==> config.mk <==
export PLATFORM = sky130hd
export DESIGN_NAME = hazard_ctrl
export DESIGN_NICKNAME = d
export VERILOG_FILES = /design/src/rtl/hazard_ctrl.sv
export SDC_FILE = /design/constraint.sdc
export NUM_CORES = 1
export LEC_CHECK = 0
export BUFFER_PORTS_ARGS = -buffer_cell sky130_fd_sc_hd__buf_4
export CORE_ASPECT_RATIO = 2
export CORE_MARGIN = 1
export CORE_UTILIZATION = 55
export DETAILED_ROUTE_END_ITERATION = 10
export GPL_ROUTABILITY_DRIVEN = 0
export GPL_TIMING_DRIVEN = 0
export PLACE_DENSITY = 0.89
export SYNTH_ARGS = -nofsm -noshare
export SYNTH_HDL_FRONTEND = slang
export SYNTH_SLANG_ARGS = --single-unit
==> constraint.sdc <==
create_clock -name clk_i -period 5.8 [get_ports clk_i]
set_input_delay 1.16 -clock clk_i [delete_from_list [all_inputs] [get_ports clk_i]]
set_output_delay 1.16 -clock clk_i [all_outputs]
set_load 0.01 [all_outputs]
==> src/rtl/hazard_ctrl.sv <==
// Pipeline hazard controller: per-stage pipeline register modes, PC hold,
// MDU occupancy sequencing and stall/flush event counters.
module hazard_ctrl #(
    parameter int MDU_LATENCY = 8,
    parameter int REG_ADDR_W  = 5
) (
    input  logic                  clk_i,
    input  logic                  rst_i,
    input  logic [REG_ADDR_W-1:0] id_rs1_i,
    input  logic [REG_ADDR_W-1:0] id_rs2_i,
    input  logic                  id_rs1_used_i,
    input  logic                  id_rs2_used_i,
    input  logic [REG_ADDR_W-1:0] ex_rd_i,
    input  logic                  ex_is_load_i,
    input  logic                  ex_redirect_i,
    input  logic                  ex_mdu_i,
    input  logic                  dmem_req_i,
    input  logic                  dmem_ready_i,
    output logic                  pc_stall_o,
    output logic [1:0]            if_id_mode_o,
    output logic [1:0]            id_ex_mode_o,
    output logic [1:0]            ex_mem_mode_o,
    output logic [1:0]            mem_wb_mode_o,
    output logic                  mdu_start_o,
    output logic [31:0]           stall_cnt_o,
    output logic [31:0]           flush_cnt_o,
    output logic [1:0]            fsm_state_o
);

    localparam int CNT_W = $clog2(MDU_LATENCY);

    localparam logic [1:0] MODE_PASS  = 2'b00;
    localparam logic [1:0] MODE_FLUSH = 2'b01;
    localparam logic [1:0] MODE_STALL = 2'b10;

    typedef enum logic [1:0] {
        ST_RUN  = 2'd0,
        ST_BUSY = 2'd1,
        ST_HOLD = 2'd2
    } state_t;

    state_t            state_q, state_d;
    logic [CNT_W-1:0]  cnt_q, cnt_d;
    logic              memwait;
    logic              lu;
    logic              mdustall;
    logic              flush_evt;

    // Data memory handshake: a MEM-stage access (dmem_req_i) completes on the
    // cycle dmem_ready_i is high; every cycle with req high and ready low is a wait.
    assign memwait = dmem_req_i & ~dmem_ready_i;

    assign lu = ex_is_load_i && (ex_rd_i != '0) &&
                ((id_rs1_used_i && (id_rs1_i == ex_rd_i)) ||
                 (id_rs2_used_i && (id_rs2_i == ex_rd_i)));

    assign mdustall = ((state_q == ST_RUN) && ex_mdu_i) ||
                      ((state_q == ST_BUSY) && (cnt_q != '0));

    assign fsm_state_o = state_q;

    always_ff @(posedge clk_i) begin
        if (rst_i) begin
            state_q     <= ST_RUN;
            cnt_q       <= '0;
            stall_cnt_o <= '0;
            flush_cnt_o <= '0;
        end else begin
            state_q <= state_d;
            cnt_q   <= cnt_d;
            if (pc_stall_o) stall_cnt_o <= stall_cnt_o + 32'd1;
            if (flush_evt)  flush_cnt_o <= flush_cnt_o + 32'd1;
        end
    end

    // MDU sequencing; cnt keeps counting through memory waits since the MDU
    // runs on its own once started.
    always_comb begin
        state_d     = state_q;
        cnt_d       = cnt_q;
        mdu_start_o = 1'b0;
        case (state_q)
            ST_RUN: begin
                if (ex_mdu_i && !memwait) begin
                    mdu_start_o = 1'b1;
                    cnt_d       = CNT_W'(MDU_LATENCY - 2);
                    state_d     = ST_BUSY;
                end
            end
            ST_BUSY: begin
                if (cnt_q != '0)  cnt_d   = cnt_q - CNT_W'(1);
                else if (memwait) state_d = ST_HOLD;
                else              state_d = ST_RUN;
            end
            ST_HOLD: begin
                if (!memwait) state_d = ST_RUN;
            end
            default: state_d = ST_RUN;
        endcase
        if (rst_i) begin
            state_d     = ST_RUN;
            cnt_d       = '0;
            mdu_start_o = 1'b0;
        end
    end

    always_comb begin
        pc_stall_o    = 1'b0;
        if_id_mode_o  = MODE_PASS;
        id_ex_mode_o  = MODE_PASS;
        ex_mem_mode_o = MODE_PASS;
        mem_wb_mode_o = MODE_PASS;
        flush_evt     = 1'b0;
        if (rst_i) begin
            if_id_mode_o  = MODE_FLUSH;
            id_ex_mode_o  = MODE_FLUSH;
            ex_mem_mode_o = MODE_FLUSH;
            mem_wb_mode_o = MODE_FLUSH;
        end else if (memwait) begin
            pc_stall_o    = 1'b1;
            if_id_mode_o  = MODE_STALL;
            id_ex_mode_o  = MODE_STALL;
            ex_mem_mode_o = MODE_STALL;
            mem_wb_mode_o = MODE_FLUSH;
        end else if (mdustall) begin
            pc_stall_o    = 1'b1;
            if_id_mode_o  = MODE_STALL;
            id_ex_mode_o  = MODE_STALL;
            ex_mem_mode_o = MODE_FLUSH;
        end else if (ex_redirect_i) begin
            if_id_mode_o  = MODE_FLUSH;
            id_ex_mode_o  = MODE_FLUSH;
            flush_evt     = 1'b1;
        end else if (lu) begin
            pc_stall_o    = 1'b1;
            if_id_mode_o  = MODE_STALL;
            id_ex_mode_o  = MODE_FLUSH;
        end
    end

endmodule

# Word level (Yosys, flattened, before mapping)
# Index checks and enable logic that the tools add are counted.
# totals
in_bits	24
regBits	69
elab_cells	68
out_inout_bits	76
# op_classes
n_addsub	3
reduce_logical	16
mux	35
n_eq_ne	8
bitwise	2
# ops
cell	n
32-bit by 1-bit adder with 32-bit output (second input constant)	2
2-bit two-way mux	14
1-bit two-way mux	17
5-bit == test	2
1-bit logical AND	7
3-bit two-way mux	2
2-bit one-hot mux with 3 select lines	1
3-bit one-hot mux with 2 select lines	1
3-bit AND reduction	2
5-bit nonzero test	1
2-bit by 1-bit inequality test with 1-bit output (second input constant)	2
2-bit inequality test (second input constant)	2
3-bit nonzero test	1
3-bit by 1-bit subtractor with 3-bit output (second input constant)	1
2-bit by 1-bit == test with 1-bit output (second input constant)	1
2-bit == test (second input constant)	1
2-bit logical NOT	1
1-bit logical OR	2
2-bit nonzero test	1
1-bit bitwise AND	1
1-bit logical NOT	1
1-bit NOT	1

# Logic depth before layout (Yosys ltp)
# logic_depth
depth_word	9
ltp_mapped	11
mapped_depth_nobuf	9

# Least setup slack after synthesis
# OpenSTA, ideal clock, no wires.
# synth_path
path_type	input-to-output
from	input port ex_rd_i[1]
to	output port if_id_mode_o[1]
n_path_buf	1
required_ns	4.640
path_stages	5
arrival_ns	2.476
path_slack_ns	2.164
path_cell_list	or4_1 > o21ai_0 > or3_1 > nand2_1 > buf_4
# synth_between
elab_chain_cells	9
word_cells_on_any_way	13
classes_between	eq/ne: 2; mux: 5; reduce/logical: 6
# synth_lines
item	line_no	rtl
start: declaration	13	input logic [REG_ADDR_W-1:0] ex_rd_i,
5-bit == test (on tied branches)	54, 55	
1-bit logical AND (on tied branches)	54, 55	
1-bit logical OR	54	((id_rs1_used_i && (id_rs1_i == ex_rd_i)) ||
1-bit logical AND *	53	assign lu = ex_is_load_i && (ex_rd_i != '0) &&
2-bit two-way mux *	134	end else if (lu) begin
2-bit two-way mux *	130	end else if (ex_redirect_i) begin
2-bit two-way mux *	125	end else if (mdustall) begin
2-bit two-way mux *	119	end else if (memwait) begin
2-bit two-way mux *	114	if (rst_i) begin
end: declaration	20	output logic [1:0] if_id_mode_o,
# Every way passes the cells marked *; elsewhere a longest branch is shown, timed or not.

# Worst setup path in the final report
# Same ends and word-level chain as after synthesis.

==> results.sh <==
export IMPL_grt_setup_unrepaired="no"
export IMPL_cp_start_kind="primary input"
export IMPL_antenna_cells=0
export IMPL_power_frac_comb=0.109
export IMPL_yosysMostFrequentCell="dfxtp_1"
export IMPL_p_leak_nw=1.81
export IMPL_post_route_period_util=0.708
export IMPL_power_density_mw_per_mm2=252
export IMPL_port_buffers=97
export IMPL_critPathMaxFanout=6
export IMPL_root_buffer="clkbuf_16"
export IMPL_syn_num_nets=455
export IMPL_min_period_ps=4110
export IMPL_netlist_area_mm2=0.00349
export IMPL_critical_path_slowest_cell="o21ai_0"
export IMPL_synthCells=427
export IMPL_dpl_hpwl_um=7350
export IMPL_r2r_end="flush_cnt_o[31]"
export IMPL_final_setup_viol_count=0
export IMPL_fp_row_count=40
export IMPL_slew_viol_final=0
export IMPL_critical_path_max_stage_delay_ps=520
export IMPL_status="completed"
export IMPL_cts_htree_levels=3
export IMPL_fp_dieH_um=115
export IMPL_grt_max_degree=11
export IMPL_power_switching_mw=0.273
export IMPL_crit_type="primary input to output pin"
export IMPL_ys_types=44
export IMPL_ys_seq_area_frac=0.396
export IMPL_power_mw=1.16
export IMPL_min_to="cnt_q[1]"
export IMPL_antenna_found_initial=0
export IMPL_wl_per_cell_um=16.0
export IMPL_nNetsFinal=563
export IMPL_synth_seq_cells=69
export IMPL_fin_skew_ps=7.78
export IMPL_seq_area_mm2=0.00138
export IMPL_r2r_cells=11
export IMPL_cts_sink_count=69
export IMPL_hold_depth=2
export IMPL_via_per_inst=5.86
export IMPL_grt_overflow_total=0
export IMPL_synth_top_area_frac=0.396
export IMPL_core_area_mm2=0.00606
export IMPL_max_freq_mhz=244
export IMPL_routed_wl_um=9950
export IMPL_first_pass_iters=4
export IMPL_vias=3649
export IMPL_finalHoldViolCount=0
export IMPL_die_area_mm2=0.00668
export IMPL_swShare=0.235
export IMPL_floorplan_initialDensity=0.576
export IMPL_internal_power_mw=0.890
export IMPL_multiInputGateArea_mm2=0.00194
export IMPL_yosysWarnings=0
export IMPL_drc=0
export IMPL_seqPwrFrac=0.422
export IMPL_drive_gt1_frac=0.228
export IMPL_crit_arrival_ps=2950
export IMPL_postCtsSetupBuffers=0
export IMPL_ys_top_cells_by_area="dfxtp_1 40%, xor2_1 6.5%, a21oi_1 5.0%, nor2_1 4.4%, or3_1 4.1%"
export IMPL_max_cap_violations=0
export IMPL_cp_cell_sequence="buf_4 -> or4_1 -> o21ai_0 -> or3_1 -> nand2_1 -> buf_4 -> buf_4"
export IMPL_syn_avg_cell_area_um2=8.17
export IMPL_drtIter0Drc=160
export IMPL_yosys_area_top_type="dfxtp_1"
export IMPL_clkPwrFrac=0.469
export IMPL_ys_flop_type="dfxtp_1"
export IMPL_clkTransAtPathRegs_ps=50
export IMPL_cts_made_buffers=9
export IMPL_ir_worst_vdd_mv=0.262
export IMPL_hp_class="register to register"
export IMPL_track_usage=0.314
export IMPL_critPathCaptureType="output pin"
export IMPL_ioPinCount=100
export IMPL_cts_hold_buf=0
export IMPL_clk_path_buf_depth=2
export IMPL_synth_edf_count=0
export IMPL_crit_path_frequent_cell="buf_4"
export IMPL_clock_latency_ps=340
export IMPL_fill_cells=472
export IMPL_cts_tree="yes"
export IMPL_regToRegStartpoint="cnt_q[0]"
export IMPL_tightest_slew_ps=748
export IMPL_regToRegSetupSlack_ps=2900
export IMPL_postRouteAntennaNets=0
export IMPL_synthTopCellsByCount="69 x dfxtp_1, 41 x nor2_1, 35 x a21oi_1"
export IMPL_slew_headroom=0.497
export IMPL_crit_required_ps=4640
export IMPL_grt_pass1_wl_um=16200
export IMPL_grt_pass1_vias=3680
export IMPL_cts_resized=0
export IMPL_final_setup_tns_ps=0
export IMPL_syn2layout_area_growth_pct=32.3
export IMPL_min_from="cnt_q[1]"
export IMPL_die_x_um=58.3
export IMPL_async_flop_share=0
critical path, delay by kind of cell:
kind / cells / cell delay [ps]
AOI/OAI and AO/OA: 1 / 520
and+or+nand+nor: 3 / 870
buffers and inverters: 3 / 390
logic make-up after synthesis:
family	share of synthesized area
adder cells (fa/ha/maj)	0.0143
XOR/XNOR	0.0879
buffers and inverters	0.0466
AND/OR/NAND/NOR	0.290
multiplexers	0.0154
AO/OA/AOI/OAI	0.149
flip-flops	0.396
other	0.00108
metal layers:
| layer | global-route usage | part of all wire | vias to the layer above |
|---|---|---|---|
| met4 | 0.183 | 0.043 | 0 |
| met5 | 0 | 0 | - |
| met1 | 0.297 | 0.35 | 1746 |
| met3 | 0.0497 | 0.040 | 36 |
| met2 | 0.605 | 0.57 | 117 |
| li1 | - | - | 1750 |
layout by cell type, fill, tap and decap left out, drive strengths merged, types with 6 or more instances in the layout:
cell	n
a21oi	35
and3	13
buf	105
clkbuf	30
dfxtp	69
inv	14
nand2	30
nand2b	6
nand3	16
nand4	17
nor2	41
nor3	7
o21ai	22
o31ai	15
or3	23
or4	15
xnor2	9
xor2	26
worst max-delay path by stage:
| stage | from | end | slack [ps] |
|---|---|---|---|
| finish | ex_rd_i[1] | if_id_mode_o[1] | 1690 |
| global route | ex_rd_i[1] | if_id_mode_o[1] | 1570 |
| detailed placement | ex_rd_i[1] | if_id_mode_o[1] | 1700 |
| CTS | ex_rd_i[1] | if_id_mode_o[1] | 1710 |
| global placement | ex_rd_i[1] | if_id_mode_o[1] | 1720 |
| floorplan | ex_rd_i[1] | if_id_mode_o[1] | 2160 |
final cells by class:
type | instances | area share
well taps | 84 | 0.0228
clock inverters | 1 | 0.00651
plain buffers | 24 | 0.0239
inverters | 14 | 0.0114
flip-flops and latches | 69 | 0.299
multi-input cells | 320 | 0.421
repair buffers | 97 | 0.158
clock buffers | 14 | 0.0572
power by group through the flow:
| stage | logic [mW] | clock network [mW] | registers, mW |
|---|---|---|---|
| 2_1_floorplan | 0.0697 | 0 | 0.501 |
| 3_3_place_gp | 0.120 | 0 | 0.500 |
| 3_5_place_dp | 0.125 | 0 | 0.500 |
| 4_1_cts | 0.126 | 0.549 | 0.491 |
| 5_1_grt | 0.137 | 0.571 | 0.492 |
| 6_report | 0.127 | 0.546 | 0.491 |
flip-flops by register name (all words and copies together) (netlist names):
register and count:
fsm_state_o 2, stall_cnt_o 32, cnt_q 3, flush_cnt_o 32
through the flow:
stage / worst slack (ps) / std cells / util / cell area (um2) / hold WS, ps
after detailed placement: 1700 / 608 / 0.714 / 4320 / 463
final: 1690 / 623 / 0.762 / 4620 / 472
after floorplan: 2160 / 427 / - / 3490 / 444
after global placement: 1720 / 608 / 0.714 / 4320 / 460
after global routing: 1570 / 623 / 0.762 / 4620 / 506
after CTS: 1710 / 623 / 0.762 / 4620 / 474
No activity file was read; power rests on OpenSTA's default activity.
